File: config.mk
export PLATFORM = sky130hd
export DESIGN_NAME = ccg_vector_sweeper
export DESIGN_NICKNAME = d
export VERILOG_FILES = /design/src/rtl/ccg_vector_sweeper.sv
export SDC_FILE = /design/constraint.sdc
export NUM_CORES = 1
export LEC_CHECK = 0
export BUFFER_PORTS_ARGS = -buffer_cell sky130_fd_sc_hd__buf_2
export CAP_MARGIN = 25
export CORE_MARGIN = 2
export CORE_UTILIZATION = 50
export CTS_CLUSTER_DIAMETER = 40
export DETAILED_ROUTE_END_ITERATION = 10
export PLACE_DENSITY = 0.85
export SLEW_MARGIN = 30
export SYNTH_ARGS = -nofsm -noshare
export SYNTH_HDL_FRONTEND = slang
export SYNTH_SLANG_ARGS = --single-unit
File: constraint.sdc
create_clock -name clk -period 8.05 [get_ports clk]
set_clock_uncertainty 0.2 [all_clocks]
set_input_delay 0.4025 -clock clk [delete_from_list [all_inputs] [get_ports clk]]
set_output_delay 0.4025 -clock clk [all_outputs]
set_load 0.01 [all_outputs]
File: src/rtl/ccg_vector_sweeper.sv
// ccg_vector_sweeper: exhaustively sweeps an N_IN-bit stimulus vector into a
// combinational benchmark circuit and compacts every response into a MISR
// signature plus a running count of response 1 bits.
module ccg_vector_sweeper #(
  parameter int               N_IN  = 12,
  parameter int               N_OUT = 18,
  parameter int               SIG_W = 32,
  parameter logic [SIG_W-1:0] POLY  = 32'h04C11DB7,
  parameter logic [SIG_W-1:0] SEED  = 32'hFFFFFFFF
) (
  input  logic             clk,
  input  logic             rst,
  input  logic             start,
  input  logic             abort,
  output logic [N_IN-1:0]  vec_out,
  input  logic [N_OUT-1:0] resp_in,
  output logic             busy,
  output logic             done,
  output logic [SIG_W-1:0] signature,
  output logic [16:0]      ones_cnt
);

  // Popcount of one response word needs enough bits to hold N_OUT.
  localparam int PC_W  = $clog2(N_OUT + 1);
  // 17 bits hold N_OUT * 2^N_IN = 73728 at the default size.
  localparam int CNT_W = 17;

  typedef enum logic [1:0] {
    IDLE  = 2'd0,
    RUN   = 2'd1,
    DRAIN = 2'd2,
    DONE  = 2'd3
  } state_t;

  state_t           state;
  state_t           state_nxt;
  logic [N_OUT-1:0] resp_q;
  logic             cap_vld;
  logic             last_vec;

  // One MISR shift: shift left, fold in the polynomial on carry-out, then
  // XOR in the zero-extended response word.
  function automatic logic [SIG_W-1:0] misr_step(input logic [SIG_W-1:0] s,
                                                 input logic [N_OUT-1:0] r);
    logic [SIG_W-1:0] nxt;
    nxt = {s[SIG_W-2:0], 1'b0};
    if (s[SIG_W-1]) nxt = nxt ^ POLY;
    nxt = nxt ^ SIG_W'(r);
    return nxt;
  endfunction

  function automatic logic [PC_W-1:0] popcount(input logic [N_OUT-1:0] r);
    logic [PC_W-1:0] c;
    c = '0;
    for (int i = 0; i < N_OUT; i++) c = c + PC_W'(r[i]);
    return c;
  endfunction

  assign last_vec = (vec_out == {N_IN{1'b1}});
  assign busy     = (state == RUN) || (state == DRAIN);
  assign done     = (state == DONE);

  // State register.
  always_ff @(posedge clk) begin
    if (rst) state <= IDLE;
    else     state <= state_nxt;
  end

  // Next-state selection; abort outranks start, start is ignored while busy.
  always_comb begin
    state_nxt = state;
    case (state)
      IDLE, DONE: if (start) state_nxt = RUN;
      RUN: begin
        if (abort)         state_nxt = IDLE;
        else if (last_vec) state_nxt = DRAIN;
      end
      DRAIN: begin
        if (abort) state_nxt = IDLE;
        else       state_nxt = DONE;
      end
      default: state_nxt = IDLE;
    endcase
  end

  // Stimulus counter, response capture and MISR/ones accumulation. The
  // response captured on one edge is compacted on the next, so DRAIN exists
  // only to fold in the final response. An abort drops the pending capture.
  always_ff @(posedge clk) begin
    if (rst) begin
      vec_out   <= '0;
      signature <= '0;
      ones_cnt  <= '0;
      cap_vld   <= 1'b0;
    end else begin
      case (state)
        IDLE, DONE: begin
          if (start) begin
            vec_out   <= '0;
            signature <= SEED;
            ones_cnt  <= '0;
            cap_vld   <= 1'b0;
          end
        end
        RUN: begin
          if (abort) begin
            cap_vld <= 1'b0;
          end else begin
            resp_q  <= resp_in;
            cap_vld <= 1'b1;
            vec_out <= vec_out + 1'b1;
            if (cap_vld) begin
              signature <= misr_step(signature, resp_q);
              ones_cnt  <= ones_cnt + CNT_W'(popcount(resp_q));
            end
          end
        end
        DRAIN: begin
          if (!abort && cap_vld) begin
            signature <= misr_step(signature, resp_q);
            ones_cnt  <= ones_cnt + CNT_W'(popcount(resp_q));
          end
          cap_vld <= 1'b0;
        end
        default: cap_vld <= 1'b0;
      endcase
    end
  end

endmodule

==> results.md, run 1 <==
- Status: completed
- Sequential cell area: 1820 um2
- Iteration count of the initial detailed-routing pass: 4
- Worst setup path category: reg2reg
- Worst Hold End: resp_q[5]
- Crit path arrival time: 5.27 ns
- Count leader, synth: dfxtp_1
- Starting DRC count in detailed routing: 106
- Post-synth EDFFs: 18
- Slew Viols, Final: 0
- Syn_nets: 461
- Final Wtd Congestion: 0.838
- FF-to-FF Start: resp_q[0]
- Final Util: 60.7%
- Post-CTS setup buffers: 0
- CP top delay family: adder cells
- DRC: 0
- Worst Setup End Kind: flip-flop
- Vias per inst: 5.29
- Yosys top cell area share: 32.0%
- Unrepaired setup endpoints after global routing: no
- R2R cell count: 14
- Syn avg cell area: 9.82 um2
- Post-route cell area: 4690 um2
- GR Overflow Total: 0
- TNS Setup: 0 ns
- FFs w/ async S/R, synth: 0%
- Initial antenna violation count: 0
- Synth Warn #: 0
- Synthesized cell area: 4010 um2
- Global-route wire length before repair: 13800 um
- Slowest stage cell, crit path: fa_1
- Worst hold path depth: 1
- Area leader, netlist: dfxtp_1
- Vias: 3152
- HPWL after DPL: 6160 um
- CP max FO: 5
- CP required: 8.13 ns
- CTS tree: yes
- Port bufs: 84
- Wirelength per Cell: 14.3 um
- # IOs: 85
- Top_reg_cell synth: dfxtp_1
- Final Net Count: 542
- CP Launch Type: flip-flop
- # rows: 32
- Final setup fails: 0
- Seq/Total Area, Yosys: 45.5%
- CTS resizes: 0
- Fin crit period: 5.19 ns
- Final WL: 8500 um
- Worst-skew pair later-pin latency: 0.35 ns
- CTS clk-pin slew, worst paths: 0.08 ns
- Die area: 8750 um2
- Die Y: 93.5 um
- Cells after Synth: 408
- Peak supply drop: 0.161 mV
- CP max stage delay: 0.54 ns
- Reg-to-reg setup timing slack: 2.86 ns
- Hold path startpoint: resp_in[5]
- Leakage: 2.06 nW
- Final period utilization: 64.5%
- Vias in the first global route: 3009
- Rel. slew slack: 35.7%
- Maximum clock path buffer count: 2
- Layout cells sized above 1: 21.9%
- Max cap viols: 0
- Largest net degree at the start of global routing: 50
- Final Hold Vio Count: 0
- Cell repeated most along the worst path: fa_1
- Post-synth cell types: 46
- Most frequent cells after synthesis: dfxtp_1, nor2_1, o22ai_1, inv_1, xnor2_1
- Floorplan core area: 7730 um2
- CTS Hold Bufs: 0
- GRT Util Overall: 20.2%
- #FFs+latches synth: 82
- Area of the multi-input gates: 1990 um2
- H-tree levels: 3
- CP bufs+invs: 2
- FILL cells: 663
- Clk sink count: 82
- Worst reg2reg path endpoint: ones_cnt[16]
- Initial Util: 51.9%
- Die X: 93.5 um
- CP Cell Sequence: fa_1 > inv_1 > fa_1 > fa_1 > fa_1 > fa_1 > fa_1 > inv_1 > fa_1 > a21oi_1 > o21ai_0 > nand3_1 > or3_1 > a21oi_1
- Placed Instance Area: 4490 um2
- ANT nets after route: 0
- Clock Tree Root: clkbuf_8
- PwrDens: 296 nW/um2
- Top cells by area, synth: dfxtp_1, edfxtp_1, fa_1, ha_1, nor2_1
- Type of the most critical hold path: in2reg
- Worst-margin pin slew: 0.964 ns
- Power, Total: 0.00139 W
- CTS buffer count: 9
- Layout area overhead: 17.0%
- Max Clock Freq: 0.193 GHz
- # diodes: 0
final cells by class:
cell class	instances	share of cell area [%]
sequential	82	38.8
inverter	29	2.32
clock buffer	10	2.72
clock inverter	6	1.41
multi-input combinational	280	42.5
tap	102	2.72
timing repair buffer	87	9.50
layout by cell type, fill, tap and decap left out, types with 4 or more instances in the layout:
cell type   n
nand2b_1    6
o21ai_0    12
edfxtp_1   18
nor2_1     56
o22ai_1    32
xnor2_1    24
fa_1       13
inv_1      29
nand3_1     8
dfxtp_1    64
or3_1       8
a21oi_1    15
ha_1       18
xor2_1     23
nand2_1    19
clkbuf_8    9
buf_2      84
nor3_1      4
nor2b_1     4
power breakdown:
group	leakage (nW)	total [W]	switching (W)	internal, W
combinational	1.28	0.000560	0.000308	0.000252
clock	0.0905	0.000293	0.000149	0.000144
sequential	0.689	0.000537	0.0000593	0.000477
how the worst max path moves through the flow:
stage / start / to / slack, ns / cells past startpoint
global route: resp_q[0] / ones_cnt[16] / 2.59 / 14
floorplan: resp_q[0] / ones_cnt[16] / 3.29 / 14
global placement: resp_q[0] / ones_cnt[16] / 3.11 / 14
CTS: resp_q[0] / ones_cnt[16] / 2.88 / 14
detailed placement: resp_q[0] / ones_cnt[16] / 2.97 / 14
finish: resp_q[0] / ones_cnt[16] / 2.86 / 14
sequential cells by signal (all words and copies together), names as in the netlist:
name / cells
ones_cnt: 17
signature: 32
state: 2
resp_q: 18
vec_out: 12
cap_vld: 1
metal layers:
layer / part of all wire, % / GRT usage, % / routed length (um) / vias to the layer above
met3: 5.0 / 4.59 / 426 / 12
li1: - / - / - / 1556
met1: 44 / 25.1 / 3720 / 1502
met5: 0 / 0 / 0 / -
met4: 1.5 / 9.31 / 125 / 0
met2: 50 / 33.5 / 4230 / 82
worst register-to-register path: stages (launching register included):
cell and delay [ns]:
edfxtp_1 0.44, fa_1 0.54, inv_1 0.06, fa_1 0.54, fa_1 0.44, fa_1 0.51, fa_1 0.43, fa_1 0.40
inv_1 0.08, fa_1 0.21, a21oi_1 0.10, o21ai_0 0.37, nand3_1 0.23, or3_1 0.41, a21oi_1 0.17
stage by stage:
step / instances / hold slack, ns / setup slack [ns]
floorplan: 408 / 0.232 / 3.29
global placement: 579 / 0.241 / 3.11
detailed placement: 579 / 0.246 / 2.97
CTS: 595 / 0.00565 / 2.88
global route: 596 / 0.00132 / 2.59
finish: 596 / 0.0169 / 2.86
kinds of logic (layout without fill, tap and decap cells):
logic type      Yosys count  in the layout  share of synthesized area (%)
compound gates           79             79                           12.7
buf+inv                  46            132                           4.84
fa+ha+maj                31             31                           12.1
xor+xnor                 47             47                           10.3
flops                    82             82                           45.5
simple gates            123            123                           14.6
Power figures use the tool's default switching activity.
==> run 2: changes to the inputs <==
CORE_UTILIZATION = 49   (was 50)
PLACE_DENSITY = 0.87   (was 0.85)
clock period = 4.3 ns   (was 8.05 ns; I/O delays follow)
==> results.md, run 2 (synthesized netlist as in run 1, its figures left out) <==
- Worst-skew pair later-pin latency: 0.34 ns (was 0.35 ns)
- Final WL: 10100 um (was 8500 um)
- Global-route wire length before repair: 16100 um (was 13800 um)
- Largest net degree at the start of global routing: 50 (unchanged)
- Layout area overhead: 27.3% (was 17.0%)
- GR Util met1: 28.6% (was 25.1%)
- Power, Total: 0.00291 W (was 0.00139 W)
- Final period utilization: 111% (was 64.5%)
- Starting DRC count in detailed routing: 108 (was 106)
- CP Launch Type: flip-flop (unchanged)
- Peak supply drop: 0.386 mV (was 0.161 mV)
- GR Overflow Total: 0 (unchanged)
- CP max FO: 5 (unchanged)
- Largest registers: signature x32, resp_q x18, ones_cnt x17 (unchanged)
- Final Util: 65.4% (was 60.7%)
- Commonest cells after routing, fill and taps aside: buf_2, dfxtp_1, nor2_1, o22ai_1, inv_1 (unchanged)
- Final setup fails: 16 (was 0)
- Final Hold Vio Count: 0 (unchanged)
- Unrepaired setup endpoints after global routing: yes (was no)
- M2 GR Usage: 40.3% (was 33.5%)
- Die X: 94.4 um (was 93.5 um)
- Clk sink count: 82 (unchanged)
- Most utilized layer in the global route result: met2 (unchanged)
- CTS clk-pin slew, worst paths: 0.09 ns (was 0.08 ns)
- PwrDens: 570 nW/um2 (was 296 nW/um2)
- # rows: 32 (unchanged)
- Final WS setup: -0.492 ns (was 2.86 ns)
- Rel. slew slack: 38.4% (was 35.7%)
- ANT nets after route: 0 (unchanged)
- CTS buffer count: 9 (unchanged)
- Fin crit period: 4.79 ns (was 5.19 ns)
- Wirelength per Cell: 15.8 um (was 14.3 um)
- Worst Setup End Kind: flip-flop (unchanged)
- Iteration count of the initial detailed-routing pass: 4 (unchanged)
- TNS Setup: -5.77 ns (was 0 ns)
- Vias per inst: 5.37 (was 5.29)
- Slew Viols, Final: 0 (unchanged)
- Crit path arrival time: 4.86 ns (was 5.27 ns)
- # IOs: 85 (unchanged)
- Leakage: 2.25 nW (was 2.06 nW)
- Max cap viols: 0 (unchanged)
- Type of the most critical hold path: in2reg (unchanged)
- Initial antenna violation count: 0 (unchanged)
- Final Wtd Congestion: 0.841 (was 0.838)
- CP required: 4.37 ns (was 8.13 ns)
- DRC: 0 (unchanged)
- Die area: 8920 um2 (was 8750 um2)
- Status: finished with violations (was completed)
- GRT Util Overall: 23.1% (was 20.2%)
- Layout cells sized above 1: 27.0% (was 21.9%)
- Port bufs: 84 (unchanged)
- Met3 GRT Util: 3.75% (was 4.59%)
- Max FFs per register: 32 (unchanged)
- Die Y: 94.4 um (was 93.5 um)
- Clock Tree Root: clkbuf_8 (unchanged)
- Floorplan core area: 7810 um2 (was 7730 um2)
- Max Clock Freq: 0.209 GHz (was 0.193 GHz)
- HPWL after DPL: 6700 um (was 6160 um)
- # diodes: 0 (unchanged)
- Initial Util: 51.3% (was 51.9%)
- Worst-margin pin slew: 0.922 ns (was 0.964 ns)
- Worst setup path category: reg2reg (unchanged)
- Final Net Count: 582 (was 542)
- Vias: 3416 (was 3152)
- Vias in the first global route: 3420 (was 3009)
- H-tree levels: 3 (unchanged)
- Failing checks: setup timing
- Maximum clock path buffer count: 2 (unchanged)
- Largest reg by FF count: signature (unchanged)
- Commonest non-fill, non-tap cell in the layout: buf_2 (unchanged)
- CTS tree: yes (unchanged)
-- run 2: report_power, final --
group	total, W	switching (W)	internal (W)
sequential	0.00100	0.000107	0.000893
combinational	0.00139	0.000738	0.000647
clock	0.000523	0.000275	0.000248
total	0.00291	0.00112	0.00179
-- run 2: layout make-up --
class | count | area (um2)
well taps | 102 | 128
inverters | 29 | 109
fillers | 607 | 2710
flip-flops and latches | 82 | 1820
repair buffers | 126 | 792
multi-input cells | 281 | 2070
clock inverters | 3 | 23.8
clock buffers | 13 | 160
-- run 2: timing repair --
| item | CTS | global route |
|---|---|---|
| hold buffers | 18 | 0 |
| resized for setup | 13 | 2 |
| endpoints found under the hold margin | 18 | 0 |
| buffers inserted | 7 | 0 |
| pin swaps | 13 | 3 |
| setup endpoints to repair | 16 | 16 |
| gates cloned | 1 | 0 |
-- run 2: path summary, 6_finish.rpt --
check	from	end	slack (ns)	cells after the start
max	resp_q[10]	ones_cnt[15]	-0.49	12
min reg2reg	cap_vld	cap_vld	0.26	2
max reg2reg	resp_q[10]	ones_cnt[15]	-0.49	12
min	start	vec_out[1]	0.03	3
-- run 2: worst max-delay path, cell delays in order, from the launching register on --
cell,delay [ns]
edfxtp_1,0.44
fa_1,0.54
inv_1,0.05
fa_1,0.47
fa_1,0.49
fa_1,0.52
fa_1,0.44
fa_2,0.38
nand2b_4,0.17
a211oi_4,0.28
o21ai_2,0.12
or4_4,0.45
a21oi_2,0.16
-- run 2: per-layer routing --
metal	part of all wire, %	up-vias	wire length, um
met1	42	1670	4220
met3	4.6	19	461
met5	0	-	0
li1	-	1638	-
met2	51	89	5180
met4	2.0	0	205
-- run 2: through the flow --
step	cells	hold slack, ns	setup WS, ns	cell area, um2
floorplan	408	0.114	-0.251	4030
global placement	595	0.192	-0.334	4620
detailed placement	595	0.193	-0.475	4620
CTS	636	0.0194	-0.442	5100
global route	636	0.0446	-0.635	5100
finish	636	0.0266	-0.492	5100
